`src/rtl/if_id_pipe_hs.sv`:
```
`default_nettype none
// ============================================================================
//  Module   : if_id_pipe_hs
//  Purpose  : IF->ID pipeline register with valid/ready handshake, flush
//             bubbles and a saturating stall counter. Defining IF_ID_SKID_EN
//             adds a 2-entry skid buffer so in_ready depends on state only.
//  Revision : 1.0 - initial release
// ============================================================================
module if_id_pipe_hs #(
    parameter int                PC_W        = 32,
    parameter int                INST_W      = 32,
    parameter logic [INST_W-1:0] BUBBLE_INST = '0,
    parameter logic [PC_W-1:0]   RST_PC      = '0,
    parameter int                CNT_W       = 16
) (
    input  logic              clk,
    input  logic              rst,
    input  logic              flush,
    input  logic              in_valid,
    output logic              in_ready,
    input  logic [PC_W-1:0]   in_pc,
    input  logic [INST_W-1:0] in_inst,
    output logic              out_valid,
    input  logic              out_ready,
    output logic [PC_W-1:0]   out_pc,
    output logic [INST_W-1:0] out_inst,
    output logic [CNT_W-1:0]  stall_cycles
);

    localparam logic [CNT_W-1:0] c_cnt_max = '1;

    logic              r_main_valid;
    logic [PC_W-1:0]   r_main_pc;
    logic [INST_W-1:0] r_main_inst;
    logic [CNT_W-1:0]  r_stall_cnt;
    logic              w_accept;
    logic              w_consume;

    assign w_accept  = in_valid & in_ready;
    assign w_consume = r_main_valid & out_ready;

`ifdef IF_ID_SKID_EN
    logic              r_skid_valid;
    logic [PC_W-1:0]   r_skid_pc;
    logic [INST_W-1:0] r_skid_inst;

    // Registered-only ready: decode back-pressure never reaches fetch combinationally.
    assign in_ready = ~r_skid_valid & ~flush;

    always_ff @(posedge clk) begin
        if (rst) begin
            r_main_valid <= 1'b0;
            r_main_pc    <= RST_PC;
            r_main_inst  <= BUBBLE_INST;
            r_skid_valid <= 1'b0;
            r_skid_pc    <= '0;
            r_skid_inst  <= BUBBLE_INST;
        end else if (flush) begin
            r_main_valid <= 1'b0;
            r_main_inst  <= BUBBLE_INST;
            r_skid_valid <= 1'b0;
        end else if (w_consume && r_skid_valid) begin
            r_main_valid <= 1'b1;
            r_main_pc    <= r_skid_pc;
            r_main_inst  <= r_skid_inst;
            r_skid_valid <= w_accept;
            if (w_accept) begin
                r_skid_pc   <= in_pc;
                r_skid_inst <= in_inst;
            end
        end else if (w_consume || !r_main_valid) begin
            r_main_valid <= w_accept;
            if (w_accept) begin
                r_main_pc   <= in_pc;
                r_main_inst <= in_inst;
            end else begin
                r_main_inst <= BUBBLE_INST;
            end
        end else if (w_accept) begin
            // Main is held by back-pressure: park the new entry behind it.
            r_skid_valid <= 1'b1;
            r_skid_pc    <= in_pc;
            r_skid_inst  <= in_inst;
        end
    end
`else
    assign in_ready = (~r_main_valid | out_ready) & ~flush;

    always_ff @(posedge clk) begin
        if (rst) begin
            r_main_valid <= 1'b0;
            r_main_pc    <= RST_PC;
            r_main_inst  <= BUBBLE_INST;
        end else if (flush) begin
            r_main_valid <= 1'b0;
            r_main_inst  <= BUBBLE_INST;
        end else if (w_accept) begin
            r_main_valid <= 1'b1;
            r_main_pc    <= in_pc;
            r_main_inst  <= in_inst;
        end else if (w_consume) begin
            r_main_valid <= 1'b0;
            r_main_inst  <= BUBBLE_INST;
        end
    end
`endif

    always_ff @(posedge clk) begin
        if (rst) begin
            r_stall_cnt <= '0;
        end else if (r_main_valid && !out_ready && !flush && (r_stall_cnt != c_cnt_max)) begin
            r_stall_cnt <= r_stall_cnt + 1'b1;
        end
    end

    assign out_valid    = r_main_valid;
    assign out_pc       = r_main_pc;
    assign out_inst     = r_main_inst;
    assign stall_cycles = r_stall_cnt;

endmodule
`default_nettype wire

```
`config.mk`:
```
export PLATFORM = sky130hd
export DESIGN_NAME = if_id_pipe_hs
export DESIGN_NICKNAME = d
export VERILOG_FILES = /design/src/rtl/if_id_pipe_hs.sv
export SDC_FILE = /design/constraint.sdc
export NUM_CORES = 1
export LEC_CHECK = 0
export ABC_AREA = 0
export CORE_ASPECT_RATIO = 2
export CORE_UTILIZATION = 35
export CTS_CLUSTER_DIAMETER = 80
export DETAILED_ROUTE_END_ITERATION = 6
export GPL_TIMING_DRIVEN = 0
export HOLD_SLACK_MARGIN = 0.05
export PLACE_DENSITY = 0.71
export SETUP_SLACK_MARGIN = 0.1
export SYNTH_ARGS = -nofsm -noshare
export SYNTH_HDL_FRONTEND = slang
export SYNTH_SLANG_ARGS = --single-unit
export TNS_END_PERCENT = 30
```
`constraint.sdc`:
```
create_clock -name clk -period 4.9 [get_ports clk]
set_input_delay 0.98 -clock clk [delete_from_list [all_inputs] [get_ports clk]]
set_output_delay 0.98 -clock clk [all_outputs]
set_load 0.05 [all_outputs]
```
Word-level counts from Yosys, hierarchy flattened
Index checks and enable logic that the tools add are counted.

Bitwise logic cells: 6. Equal/unequal tests: 1. Reductions and logical operators: 8. Muxes and demuxes: 4. Add/sub/neg operators: 1.

Operators with widths (number): $mux 32 (2); $add 16x1->16 const B (1); $ne 16x16->1 const B (1); $and 1x1->1 (3); $logic_and 1x1->1 (3); $logic_not 1->1 (2); $mux 1 (2); $not 1->1 (2); $reduce_and 2->1 (1); $reduce_bool 2->1 (1); $reduce_or 2->1 (1); $or 1x1->1 (1).

Word-level logic and storage cells: 24. Bits in registers: 81. Input bits: 69. Output and inout port bits: 82.

Depth between registers and ports, before layout
Gate-level depths: netlist of run 1.

Word-level depth: 5. Gate-level depth with buffers: 6. Depth with buffers taken out: 5.

Least setup slack after synthesis of run 1
No wires, ideal clock.

Path type: input to output. From: in out_ready. To: out in_ready. Path buffers: 0. Stages on the path: 2. Data required time: 3920 ps. Setup slack: 2255 ps. Arrival: 1665 ps. Cells stage by stage: nor2b_1 -> nor2_1.

Longest elaborated chain between the ends: 2.

RTL lines: from (decl) (RTL line 24) `input logic out_ready,`; $or 1x1->1 (RTL line 87) `assign in_ready = (~r_main_valid | out_ready) & ~flush;`; $and 1x1->1 (RTL line 87); to (decl) (RTL line 20) `output logic in_ready,`.

No other way between the ends.

Worst setup path in the final report of run 1
Same ends and word-level chain as after synthesis.

==> reports/results.env, run 1 <==
RUN_STATUS='finished clean'
GRT.TOTAL_USAGE_PCT=19.7
NUMBER_OF_WARNING_MESSAGES_IN_THE_YOSYS_LOG=0
FINAL_PERIOD_MINUS_WORST_SETUP_SLACK_NS=3.53
DRIVE_GT1_SHARE_PCT=6.18
FINALWIRELENGTH_UM=8770
SHARE_OF_SYNTHESIZED_CELL_AREA_IN_FULL_ADDER_HALF_ADDER_AND_MAJORITY_CELLS_PCT=0.406
SYNTH_EDF_COUNT=0
NUMBER_OF_ANTENNA_VIOLATIONS_AT_THE_FIRST_CHECK_IN_GLOBAL_ROUTING=0
WORSTSETUPENDPOINTTYPE='output port'
FINISH.CELL_COUNT_WITHOUT_FILLERS=618
MUXSHAREOFSYNTHAREA_PCT=1.18
POST_CTS_HOLD_BUFFERS=0
DP_HPWL_UM=6740
DRCVIOLATIONCOUNT=0
DIE_H_UM=135
CLK-INSERTION-DELAY-LATE_NS=0.33
CTS_ROOT_BUFFER='sky130_fd_sc_hd__clkbuf_16'
PLACE.PORT_BUFFERS=150
WORST_EP_REQUIRED_TIME_NS=3.92
ROUTE.DETAILED.VIAS_PER_INST=5.06
CRITICAL_PATH.CELL_CHAIN='clkdlybuf4s50_1 -> nor2b_1 -> nor2_1 -> clkdlybuf4s50_1'
CAP_VIOL_MAX_COUNT=0
TRITONCTS_NUM_SINKS=81
SYNTH-SIMPLE-AREA-SHARE_PCT=24.1
NUMBER_OF_CTS_INSERTED_BUFFERS=9
TIMING_MAX_TRANSITION_VIOLATIONS_FINAL=0
FIN_TNS_SETUP_NS=0
TRITONCTS_CLOCK_TREE='yes'
FINISH.NET_COUNT=583
SYNTH_COMPOUND_AREA_SHARE_PCT=17.9
TIMING.HOLD.WORST.CLASS='flip-flop to flip-flop'
TIMING.CRITICAL_PATH.FROM_TYPE='input port'
SYNTHESIS.INSTANCES=352
ROW_COUNT=48
FIRST_GLOBAL_VIAS=3081
CPPEAKSTAGEDELAY_NS=0.82
PERIOD_SHARE_PCT=72.0
WL_PER_CELL_UM=14.2
POST_CTS_SETUP_BUFFER_COUNT=0
SLEW-LIMIT-HEADROOM_PCT=50.0
SETUP_REPAIR_AFTER_GLOBAL_ROUTING_MISSED_ITS_MARGIN='no'
SYN-NUM-NETS=422
WORST-PATH-BUF-INV=2
DIE_WIDTH_UM=68.3
FIRST_PASS_GRT_WIRE_LENGTH_UM=13800
FINCLKSKEW_NS=0.00656
POST_CTS_RESIZE_COUNT=0
SYNTH_AREA_UM2=3080
DETAIL_ROUTE.ITER0.VIOLATIONS=102
SYNTH-SEQ-AREA-SHARE_PCT=52.6
ACHIEVABLE-FREQUENCY_GHz=0.284
POWER_DENSITY_nW_PER_UM2=319
WORSTSETUPPATHTYPE='input port to output port'
PIN_COUNT=151
CP.ARRIVAL_NS=2.55
AREA_GROWTH_SYN_TO_LAYOUT_PCT=62.8
FINAL-HOLD-VIOLATION-COUNT=0
NUM_VIAS=3128
SYNTHESIS.AREA_PER_INSTANCE_UM2=8.75
CPLARGESTDELAYFAMILY='buffers and inverters'
CORE_AREA_UM2=8590
LAYOUT.CELLS.MOST_COMMON='sky130_fd_sc_hd__clkdlybuf4s50_1'
FINALSETUPVIOLCOUNT=0
CLK_PATH_BUF_DEPTH=2
SLOWEST_STAGE='sky130_fd_sc_hd__clkdlybuf4s50_1'
IR_WORST_VDD_mV=0.246
LARGEST_FAMILY_OF_LOGIC_CELLS_BY_SYNTHESIZED_AREA='simple AND/OR/NAND/NOR gates'
POST-PLACE-CELLS=602
YS_FF_LATCH=81
DIODES=0
MOSTFREQUENTLAYOUTCELLS='150 x sky130_fd_sc_hd__clkdlybuf4s50_1, 81 x sky130_fd_sc_hd__dfxtp_1, 72 x sky130_fd_sc_hd__nand2_1'
INITIAL_UTILIZATION_PCT=35.9
YS_ASYNC_SR_FRACTION_PCT=0
GRT_REMAINING_OVERFLOW=0
PATH_MAX_FANOUT=6
GRT_MAX_DEGREE=14
POWER.STATIC_LEAKAGE_nW=1.77
GLOBALPLACE.CONGESTION=0.785
SYNTH-XOR-AREA-SHARE_PCT=0.569
REG2REG_SETUP_SLACK_NS=3.06
CTS-HTREE-LEVELS=3
SYNTHDISTINCTLIBCELLS=42
SYNTH_FLOP_CELL='sky130_fd_sc_hd__dfxtp_1'
DRTPASS1ITERATIONS=5
CLK_PIN_SLEW_NS=0.05
DIEAREA_UM2=9200
CRIT_PATH_FREQUENT_CELL='sky130_fd_sc_hd__clkdlybuf4s50_1'
DRT.ANTENNA.VIOLATING_NETS=0
WORST_PIN_SLEW_NS=0.741
kinds of logic (layout without fill, tap and decap cells):
logic type               after synthesis  in the layout
multiplexers                           3              3
AO/OA/AOI/OAI                         86             86
AND/OR/NAND/NOR                      155            155
adder cells (fa/ha/maj)                1              1
XOR/XNOR                               2              2
flip-flops                            81             81
buffers and inverters                 24            190
worst paths after layout:
kind | cells after the start | start | end
setup reg to reg | 5 | stall_cycles[0]$_SDFFE_PP0P_ | stall_cycles[14]$_SDFFE_PP0P_
setup / recovery | 4 | out_ready | in_ready
hold / removal | 2 | out_pc[3]$_SDFFE_PP0P_ | out_pc[3]$_SDFFE_PP0P_
hold reg to reg | 2 | out_pc[3]$_SDFFE_PP0P_ | out_pc[3]$_SDFFE_PP0P_
routing by layer:
layer / routed length, um / GRT usage, %
met5: 0 / 0
met4: 186 / 7.52
met3: 662 / 6.50
met2: 4810 / 36.7
met1: 3110 / 18.8
worst min-delay path, cell delays in order, from the launching register on:
cell and delay (ns):
sky130_fd_sc_hd__dfxtp_1 0.30, sky130_fd_sc_hd__nand2_1 0.05, sky130_fd_sc_hd__a21oi_1 0.05
flip-flops by register name, indices dropped and copies added (netlist names):
register,cells
out_valid,1
out_pc,32
stall_cycles,16
out_inst,32
final cells by class:
class,count,area (um^2)
timing repair buffer,150,1500
fill,783,3570
clock inverter,4,51.3
multi-input combinational,247,1360
tap,100,125
buffer,22,92.6
inverter,2,7.51
clock buffer,12,256
sequential,81,1620
cell usage after synthesis, drive strengths merged, types with 2 or more instances:
library cell / number / area share [%]
dfxtp: 81 / 53
nand2: 72 / 8.8
nor2: 41 / 5.0
a21oi: 38 / 6.2
a22oi: 32 / 7.8
clkbuf: 14 / 1.7
buf: 8 / 1.3
nor3: 7 / 1.3
nand4: 5 / 1.7
nor4: 4 / 1.3
o31ai: 4 / 0.97
or4: 4 / 0.97
and2: 3 / 0.61
nand2b: 3 / 0.61
nand3: 3 / 0.49
nor2b: 3 / 0.61
o21ai: 3 / 0.49
a31oi: 2 / 0.41
and3: 2 / 0.41
inv: 2 / 0.24
mux2: 2 / 0.85
nor3b: 2 / 0.65
o21ba: 2 / 0.65
or3: 2 / 0.41
xor2: 2 / 0.57
metrics by stage:
stage,util [%],hold slack [ns],power [mW],setup slack [ns],cell area (um^2)
after floorplan,-,0.675,0.821,2.25,3080
after global placement,54.8,0.442,0.929,1.40,4710
after detailed placement,54.8,0.446,0.933,1.39,4710
after CTS,58.4,0.454,1.62,1.39,5010
after global routing,58.4,0.469,1.65,1.31,5010
final,58.4,0.453,1.60,1.37,5010
power breakdown:
| part | total (mW) | switching (mW) | internal [mW] |
|---|---|---|---|
| logic | 0.230 | 0.129 | 0.101 |
| registers | 0.687 | 0.00950 | 0.677 |
| clock network | 0.681 | 0.258 | 0.422 |
| total | 1.60 | 0.397 | 1.20 |
Note: power is estimated with default switching activity, not from simulation.
==> inputs of run 2 (changes only) <==
clock period = 3.6 ns   (was 4.9 ns; I/O delays follow)
==> results of run 2 <==
The final DEF is identical to that of run 1. Status: finished clean.
Main changes from that run: setup slack after placement 1.39 ns -> 0.606 ns; setup slack after layout 1.37 ns -> 0.594 ns; register-to-register setup slack 3.06 ns -> 1.76 ns; total power 1.60 mW -> 2.17 mW; worst IR drop on VDD 0.246 mV -> 0.335 mV
